## src/rtl/seven_segment_scan_rx_pkg.sv

```systemverilog
// Shared constants and types for the seven-segment scan receiver.
// Segment patterns are active-low, ordered {g,f,e,d,c,b,a}.
package seven_segment_scan_rx_pkg;

    localparam logic [6:0] SEG_0        = 7'b1000000;
    localparam logic [6:0] SEG_1        = 7'b1111001;
    localparam logic [6:0] SEG_2        = 7'b0100100;
    localparam logic [6:0] SEG_2_LEGACY = 7'b1000100;
    localparam logic [6:0] SEG_3        = 7'b0110000;
    localparam logic [6:0] SEG_4        = 7'b0011001;
    localparam logic [6:0] SEG_5        = 7'b0010010;
    localparam logic [6:0] SEG_6        = 7'b0000010;
    localparam logic [6:0] SEG_7        = 7'b1111000;
    localparam logic [6:0] SEG_8        = 7'b0000000;
    localparam logic [6:0] SEG_9        = 7'b0010000;

    localparam logic [3:0] BCD_INVALID = 4'hF;

    // CAPTURE is not a state: it is the COUNT -> HOLD transition.
    typedef enum logic [1:0] {
        IDLE,
        COUNT,
        HOLD
    } scan_state_e;

endpackage

```

## src/rtl/seven_segment_decode.sv

```systemverilog
// Combinational decode of an active-low segment pattern back to BCD.
module seven_segment_decode
    import seven_segment_scan_rx_pkg::*;
(
    input  logic [6:0] seg,
    output logic [3:0] bcd,
    output logic       err
);

    always_comb begin
        bcd = BCD_INVALID;
        err = 1'b0;
        case (seg)
            SEG_0:        bcd = 4'd0;
            SEG_1:        bcd = 4'd1;
            SEG_2:        bcd = 4'd2;
            SEG_2_LEGACY: bcd = 4'd2;
            SEG_3:        bcd = 4'd3;
            SEG_4:        bcd = 4'd4;
            SEG_5:        bcd = 4'd5;
            SEG_6:        bcd = 4'd6;
            SEG_7:        bcd = 4'd7;
            SEG_8:        bcd = 4'd8;
            SEG_9:        bcd = 4'd9;
            default: begin
                bcd = BCD_INVALID;
                err = 1'b1;
            end
        endcase
    end

endmodule

```

## src/rtl/seven_segment_scan_rx.sv

```systemverilog
// Receiver for a multiplexed seven-segment bus: waits for each digit to settle,
// decodes it into a per-anode slot and hands complete frames out on valid/ready.
module seven_segment_scan_rx
    import seven_segment_scan_rx_pkg::*;
#(
    parameter int unsigned NUM_DIGITS    = 4,
    parameter int unsigned STABLE_CYCLES = 8,
    parameter int unsigned SYNC_STAGES   = 2
) (
    input  logic                    clk,
    input  logic                    rst_n,
    input  logic [6:0]              seg_n,
    input  logic [NUM_DIGITS-1:0]   an_n,
    output logic [4*NUM_DIGITS-1:0] frame_bcd,
    output logic [NUM_DIGITS-1:0]   frame_err,
    output logic                    frame_valid,
    input  logic                    frame_ready,
    output logic                    overrun
);

    localparam int unsigned CNT_W = $clog2(STABLE_CYCLES + 1);
    localparam int unsigned IDX_W = (NUM_DIGITS > 1) ? $clog2(NUM_DIGITS) : 1;

    logic [SYNC_STAGES-1:0][6:0]            seg_sync_q;
    logic [SYNC_STAGES-1:0][NUM_DIGITS-1:0] an_sync_q;
    logic [6:0]                             seg_s, seg_prev_q;
    logic [NUM_DIGITS-1:0]                  an_s, an_prev_q, an_sel;
    logic                                   one_hot, pair_same, capture;
    logic [IDX_W-1:0]                       sel_idx;

    scan_state_e      state_q, state_d;
    logic [CNT_W-1:0] cnt_q, cnt_d;

    logic [3:0] dec_bcd;
    logic       dec_err;

    logic [NUM_DIGITS-1:0][3:0] slot_bcd_q, slot_bcd_d;
    logic [NUM_DIGITS-1:0]      slot_err_q, slot_err_d;
    logic [NUM_DIGITS-1:0]      seen_q, seen_d;

    logic [4*NUM_DIGITS-1:0] frame_bcd_q, frame_bcd_d;
    logic [NUM_DIGITS-1:0]   frame_err_q, frame_err_d;
    logic                    frame_valid_q, frame_valid_d;
    logic                    overrun_q, overrun_d;

    always_ff @(posedge clk or negedge rst_n) begin
        if (!rst_n) begin
            seg_sync_q <= '0;
            an_sync_q  <= '0;
            seg_prev_q <= '0;
            an_prev_q  <= '0;
        end else begin
            seg_sync_q <= {seg_sync_q[SYNC_STAGES-2:0], seg_n};
            an_sync_q  <= {an_sync_q[SYNC_STAGES-2:0], an_n};
            seg_prev_q <= seg_s;
            an_prev_q  <= an_s;
        end
    end

    assign seg_s     = seg_sync_q[SYNC_STAGES-1];
    assign an_s      = an_sync_q[SYNC_STAGES-1];
    assign an_sel    = ~an_s;
    assign one_hot   = ($countones(an_sel) == 1);
    assign pair_same = (seg_s == seg_prev_q) && (an_s == an_prev_q);

    always_comb begin
        sel_idx = '0;
        for (int i = 0; i < NUM_DIGITS; i++) begin
            if (an_sel[i]) sel_idx = IDX_W'(i);
        end
    end

    seven_segment_decode u_decode (
        .seg (seg_s),
        .bcd (dec_bcd),
        .err (dec_err)
    );

    // Counter holds the number of consecutive edges the current pair has been seen.
    always_comb begin
        state_d = state_q;
        cnt_d   = cnt_q;
        capture = 1'b0;
        if (!one_hot) begin
            state_d = IDLE;
            cnt_d   = '0;
        end else begin
            unique case (state_q)
                IDLE: begin
                    state_d = COUNT;
                    cnt_d   = CNT_W'(1);
                end
                COUNT: begin
                    if (!pair_same) begin
                        cnt_d = CNT_W'(1);
                    end else if (cnt_q == CNT_W'(STABLE_CYCLES - 1)) begin
                        cnt_d   = CNT_W'(STABLE_CYCLES);
                        capture = 1'b1;
                        state_d = HOLD;
                    end else begin
                        cnt_d = cnt_q + CNT_W'(1);
                    end
                end
                HOLD: begin
                    if (!pair_same) begin
                        state_d = COUNT;
                        cnt_d   = CNT_W'(1);
                    end
                end
                default: begin
                    state_d = IDLE;
                    cnt_d   = '0;
                end
            endcase
        end
    end

    always_comb begin
        slot_bcd_d    = slot_bcd_q;
        slot_err_d    = slot_err_q;
        seen_d        = seen_q;
        frame_bcd_d   = frame_bcd_q;
        frame_err_d   = frame_err_q;
        frame_valid_d = frame_valid_q && !frame_ready;
        overrun_d     = overrun_q;
        if (capture) begin
            slot_bcd_d[sel_idx] = dec_bcd;
            slot_err_d[sel_idx] = dec_err;
            seen_d[sel_idx]     = 1'b1;
        end
        // Load uses the next-state slots so a same-edge capture is included.
        if (&seen_q) begin
            seen_d = '0;
            if (!frame_valid_q || frame_ready) begin
                frame_bcd_d   = slot_bcd_d;
                frame_err_d   = slot_err_d;
                frame_valid_d = 1'b1;
            end else begin
                overrun_d = 1'b1;
            end
        end
    end

    always_ff @(posedge clk or negedge rst_n) begin
        if (!rst_n) begin
            state_q       <= IDLE;
            cnt_q         <= '0;
            slot_bcd_q    <= '0;
            slot_err_q    <= '0;
            seen_q        <= '0;
            frame_bcd_q   <= '0;
            frame_err_q   <= '0;
            frame_valid_q <= 1'b0;
            overrun_q     <= 1'b0;
        end else begin
            state_q       <= state_d;
            cnt_q         <= cnt_d;
            slot_bcd_q    <= slot_bcd_d;
            slot_err_q    <= slot_err_d;
            seen_q        <= seen_d;
            frame_bcd_q   <= frame_bcd_d;
            frame_err_q   <= frame_err_d;
            frame_valid_q <= frame_valid_d;
            overrun_q     <= overrun_d;
        end
    end

    assign frame_bcd   = frame_bcd_q;
    assign frame_err   = frame_err_q;
    assign frame_valid = frame_valid_q;
    assign overrun     = overrun_q;

endmodule

```

## config.mk

```make
export PLATFORM = sky130hd
export DESIGN_NAME = seven_segment_scan_rx
export DESIGN_NICKNAME = d
export VERILOG_FILES = /design/src/rtl/seven_segment_scan_rx_pkg.sv /design/src/rtl/seven_segment_decode.sv /design/src/rtl/seven_segment_scan_rx.sv
export SDC_FILE = /design/constraint.sdc
export NUM_CORES = 1
export LEC_CHECK = 0
export ABC_AREA = 1
export BUFFER_PORTS_ARGS = -buffer_cell sky130_fd_sc_hd__buf_2
export CAP_MARGIN = 0
export CORE_AREA = 3 3 90 92
export CTS_CLUSTER_DIAMETER = 150
export DETAILED_ROUTE_END_ITERATION = 12
export DIE_AREA = 0 0 93 95
export GPL_TIMING_DRIVEN = 0
export PLACE_DENSITY = 0.8
export SYNTH_ARGS = -nofsm -noshare
export SYNTH_HDL_FRONTEND = slang
export SYNTH_HIERARCHICAL = 1
export SYNTH_SLANG_ARGS = --single-unit
```

## constraint.sdc

```tcl
create_clock -name clk -period 3.4 [get_ports clk]
set_clock_uncertainty 0.05 [all_clocks]
set_input_delay 0.68 -clock clk [delete_from_list [all_inputs] [get_ports clk]]
set_output_delay 0.68 -clock clk [all_outputs]
set_load 0.02 [all_outputs]
```

# Word-level counts from Yosys, hierarchy flattened
# Cells that the tools add are included.
classes:
  reduce_logical: 15
  add_sub_neg: 4
  n_mux: 31
  order_cmp: 2
  bitwise: 3
  eq_ne: 19
op_table:
  columns: ["cell", "n"]
  rows:
  - ["4-bit case mux with 10 select lines", 1]
  - ["4-bit 2-to-1 mux", 8]
  - ["7-bit == test, second input constant", 4]
  - ["7-bit by 5-bit == test with 1-bit output, second input constant", 3]
  - ["16-bit bitwise mux", 1]
  - ["16-bit 2-to-1 mux", 1]
  - ["7-bit by 6-bit == test with 1-bit output, second input constant", 2]
  - ["2-bit 2-to-1 mux", 6]
  - ["4-bit case mux with 3 select lines", 1]
  - ["11-bit OR reduction", 1]
  - ["5-bit AND reduction", 2]
  - ["1-bit 2-to-1 mux", 9]
  - ["3-bit inequality test, second input constant", 3]
  - ["4-bit demux with 2-bit select", 1]
  - ["7-bit by 2-bit == test with 1-bit output, second input constant", 1]
  - ["7-bit == test", 1]
  - ["7-bit logical NOT", 1]
  - ["2-bit case mux with 3 select lines", 1]
  - ["1-bit by 1-bit adder with 2-bit output", 2]
  - ["4-bit by 1-bit adder with 4-bit output, second input constant", 1]
  - ["4-bit bitwise mux", 1]
  - ["4-bit by 3-bit == test with 1-bit output, second input constant", 1]
  - ["4-bit == test", 1]
  - ["4-bit NOT", 1]
  - ["other kinds (17)", 20]
totals:
  inputBits: 14
  register_bits: 85
  output_inout_bits: 22
  wordCells: 92

# Logic depth before layout (Yosys ltp)
logic_depth:
  word_depth: 11
  depth_mapped: 12
  mapped_depth_nobuf: 12

# By module
# Netlist, hierarchy kept.
by_module_without_submodules:
  columns: ["mod", "seq_area_each_um2", "cells_per_inst", "area_per_inst_um2", "n_inst"]
  rows:
  - ["seven_segment_scan_rx", 2127.0, 373, 3468.3, 1]
  - ["seven_segment_decode", 0.0, 63, 270.3, 1]

# Least setup slack after synthesis
# No wires, ideal clock.
synth_path:
  kind: "register to register"
  start: "register an_sync_q (netlist bit an_s[0])"
  end: "register slot_bcd_q[10] in the netlist's numbering"
  required_ns: 3.231
  path_stages_with_launch: 11
  setup_ns: 0.119
  path_buffers: 1
  arrival_time_ns: 2.343
  slack_ns: 0.888
  synth_period_minus_slack_ns: 2.512
  path_cell_list: "dfrtp_1 -> fa_1 -> inv_1 -> ha_1 -> ha_1 -> nor3_1 -> nand2_1 -> nor2_2 -> buf_2 -> nand4_1 -> and2_1"
synth_lines:
  columns: ["item", "line_no", "text"]
  rows:
  - ["start: declaration", "seven_segment_scan_rx.sv:25", "logic [SYNC_STAGES-1:0][NUM_DIGITS-1:0] an_sync_q;"]
  - ["start signal: assignment", "seven_segment_scan_rx.sv:54", "an_sync_q <= {an_sync_q[SYNC_STAGES-2:0], an_n};"]
  - ["end signal: assignment", "seven_segment_scan_rx.sv:158", "slot_bcd_q <= slot_bcd_d;"]
  - ["end: declaration", "seven_segment_scan_rx.sv:37", "logic [NUM_DIGITS-1:0][3:0] slot_bcd_q, slot_bcd_d;"]

# Worst setup path after layout
layout_path:
  start: "register an_sync_q (netlist bit an_s[0])"
  end: "register frame_bcd_q[5] (netlist: frame_bcd[5])"
layout_via:
  elab_chain_cells: 6
  word_cells_on_any_way: 10
  classes_between: "add/sub: 2; eq/ne: 2; mux: 4; bitwise: 1; reduce/logical: 1"
layout_lines:
  columns: ["item", "line_no", "text"]
  rows:
  - ["4-bit NOT / 4-bit == test (equally long branches)", "seven_segment_scan_rx.sv:62, seven_segment_scan_rx.sv:64", null]
  - ["1-bit by 1-bit adder with 2-bit output (not written as such) / 1-bit logical AND (equally long branches)", "seven_segment_scan_rx.sv:63, seven_segment_scan_rx.sv:64", null]
  - ["2-bit by 2-bit adder with 3-bit output (not written as such) / 1-bit 2-to-1 mux (equally long branches)", "seven_segment_scan_rx.sv:63, seven_segment_scan_rx.sv:94", null]
  - ["3-bit by 1-bit == test with 1-bit output / 1-bit 2-to-1 mux (equally long branches)", "seven_segment_scan_rx.sv:63, seven_segment_scan_rx.sv:88", null]
  - ["1-bit 2-to-1 mux (*)", "seven_segment_scan_rx.sv:84", "if (!one_hot) begin"]
  - ["16-bit 2-to-1 mux (*)", "seven_segment_scan_rx.sv:126", "if (capture) begin"]
  - ["end signal: assignment", "seven_segment_scan_rx.sv:161", "frame_bcd_q <= frame_bcd_d;"]
  - ["end: declaration", "seven_segment_scan_rx.sv:41", "logic [4*NUM_DIGITS-1:0] frame_bcd_q, frame_bcd_d;"]
# Mark *: on every way between the ends. The rest lies on a longest branch, timed or not.
# A chain may end at the register's enable or synchronous reset.

==> flow_summary.ini <==
[synth]
syn-instance-count = 436
ys.warnings.count = 6
syn_nets = 454
synth_cell_types = 24
synth-edff-count = 0
async_flop_share_pct = 100
synth.most_common_cell = nand2_1
syn_area_per_cell_um2 = 8.57
synthTopCellsByCount = 138 x nand2_1, 85 x dfrtp_1, 67 x inv_1
synth_ff_type = dfrtp_1
synth_top_area_cell = dfrtp_1
netlist.area_leader.share_pct = 56.9
synthTopCellsByArea = dfrtp_1 57%, nand2_1 14%, inv_1 6.7%, nand4_1 4.4%, nand3_1 3.9%
synth_seq_cells = 85
ys_seq_area_share_pct = 56.9
synthesis.area_um2 = 3740

[critical_path]
startpoint_type = register
r2r_end = frame_bcd[5]$_DFFE_PN0P_
r2r_cells = 11
worstPathArrival_ps = 3100
worstSetupEndpointType = register
critical_path_class = reg -> reg
crit_required_ps = 3640
rrSetupSlack_ps = 540
cp_max_fo = 7
reg2reg_from = an_s[0]$_DFF_PN0_

[timing]
period_minus_slack_ps = 2860
hold_viol = 0
fmax_mhz = 349
rsz0062_at_grt = no
setup_viol = 0
worstMarginPinSlew_ps = 438
slew_headroom_pct = 70.8
tns_ps = 0
finalCritPeriodShare_pct = 84.2
slew_violations = 0
fin_ws_ps = 538

[global_route]
overflow = 0
grt_max_degree = 71
grt_usage_pct = 17.3
antenna_found_initial = 0
grt_pass1_vias = 2781
grt_pass1_wl_um = 11900

[floorplanning]
die_area_um2 = 8840
coreArea_um2 = 7290
ios = 36
initial_core_util_pct = 51.3
core.rowCount = 31
die_y_um = 95
fp.dieW_um = 93

[cells_and_area]
layout-drive-gt1-share_pct = 14.8
area_growth_pct = 15.4
fin_nets = 501
diodes = 0
utilization_pct = 59.1
num-fill-cells = 636

[placement]
globalplace.congestion = 0.795
io_buffers = 35
dpl.hpwl_um = 5050
dp_slack_ps = 567

[pwr]
power_density_nw_per_um2 = 471
power_leakage_nw = 2.45
ir_drop_v = 0.000309
power_mw = 2.03

[routing]
drt_wl_total_um = 6970
drc_errors = 0
wl_per_cell_um = 11.9
vias_per_cell = 4.93
vias = 2890
ant_nets = 0
first_iter_violations = 179
first_pass_iters = 5

[clock_network]
insertion_delay_ps = 350
cts_tree = built
clk_pin_slew_ps = 90
cts_resized = 0
cts-root-buf = clkbuf_8
cts.sinks = 85
cts_setup_buffers = 0
postCtsHoldBufs = 0
htree_levels = 3
numCtsBuffers = 9
clk_path_buf_depth = 2

[outcome]
status = complete, no violations

[min_path]
hold_path.class = in -> async

[run]
drv_cap = 0
final cells by class:
cell class,count,area [um^2],share of cell area [%]
flip-flops and latches,85,2130,49.3
multi-input cells,273,1310,30.3
inverters,70,263,6.09
repair buffers,36,205,4.76
clock buffers,10,138,3.19
well taps,99,124,2.87
clock inverters,5,108,2.49
plain buffers,8,42.5,0.986
how the worst max path moves through the flow:
stage                 startpoint                        end  slack, ps  cells past startpoint
4_1_cts        an_s[0]$_DFF_PN0_   frame_bcd[5]$_DFFE_PN0P_        550                     11
2_1_floorplan  an_s[0]$_DFF_PN0_   slot_bcd_q[10]$_DFF_PN0_        890                     10
6_report       an_s[0]$_DFF_PN0_   frame_bcd[5]$_DFFE_PN0P_        540                     11
3_3_place_gp   an_s[0]$_DFF_PN0_   frame_bcd[4]$_DFFE_PN0P_        630                     11
5_1_grt        an_s[1]$_DFF_PN0_  frame_bcd[11]$_DFFE_PN0P_        320                     11
3_5_place_dp   an_s[1]$_DFF_PN0_   frame_bcd[9]$_DFFE_PN0P_        570                     11
critical path, cell delays in order (launching register included):
cell     delay [ps]
dfrtp_1         430
fa_1            550
inv_1            40
ha_1            170
ha_1            290
nor3_1          200
nand2_1         130
nor2_2          230
nand4_1         350
nand2_1         190
nand3_1         100
nand2_1          70
state kept, by name (all words and copies together), names as in the netlist, 7 cells and up:
| name | flops |
|---|---|
| frame_bcd | 16 |
| slot_bcd_q | 16 |
| seg_prev_q | 7 |
| seg_s | 7 |
| seg_sync_q | 7 |
cell usage in the layout, fill, tap and decap left out:
| master | n |
|---|---|
| bufinv_16 | 3 |
| nand3_2 | 1 |
| inv_6 | 1 |
| nand3_1 | 29 |
| o21ai_0 | 4 |
| xnor2_1 | 5 |
| buf_4 | 3 |
| clkbuf_1 | 2 |
| nor4_1 | 1 |
| a21oi_1 | 5 |
| buf_16 | 1 |
| nand2_1 | 138 |
| nand2_2 | 2 |
| clkbuf_8 | 10 |
| inv_1 | 67 |
| nand4_1 | 26 |
| a21oi_2 | 1 |
| nor2_2 | 8 |
| dfrtp_1 | 85 |
| nor2_1 | 25 |
| ha_1 | 3 |
| and2_1 | 20 |
| inv_2 | 3 |
| o211ai_1 | 1 |
| o21bai_1 | 2 |
| fa_1 | 1 |
| nor3_1 | 1 |
| buf_2 | 38 |
| clkinv_4 | 1 |
logic make-up (layout without fill, tap and decap cells):
logic type / Yosys count / after routing / share of synthesized area [%]
AO/OA/AOI/OAI: 13 / 13 / 2.04
XOR/XNOR: 5 / 5 / 1.17
adder cells (fa/ha/maj): 4 / 4 / 1.54
buffers and inverters: 78 / 129 / 8.17
flip-flops: 85 / 85 / 56.9
AND/OR/NAND/NOR: 251 / 251 / 30.2
metal layers:
layer	routed length, um	part of all wire, %	GRT usage (%)	vias to the layer above
met5	0	0	0	-
met4	130	1.9	7.94	0
met3	319	4.6	4.62	13
met2	3450	50	28.8	74
met1	3070	44	21.1	1359
li1	-	-	-	1444
power by group:
| part | switching (mW) | total [mW] | internal [mW] |
|---|---|---|---|
| Combinational | 0.0750 | 0.114 | 0.0386 |
| Clock | 0.350 | 0.858 | 0.508 |
| Sequential | 0.0225 | 1.06 | 1.04 |
| Total | 0.447 | 2.03 | 1.58 |
stage by stage:
stage / instances / hold slack, ps / area (um^2)
after floorplan: 436 / 281 / 3740
after global placement: 570 / 281 / 4040
after detailed placement: 571 / 285 / 4070
after CTS: 586 / 124 / 4310
after global routing: 586 / 125 / 4310
final: 586 / 127 / 4310
Note: power is estimated with default switching activity, not from simulation.
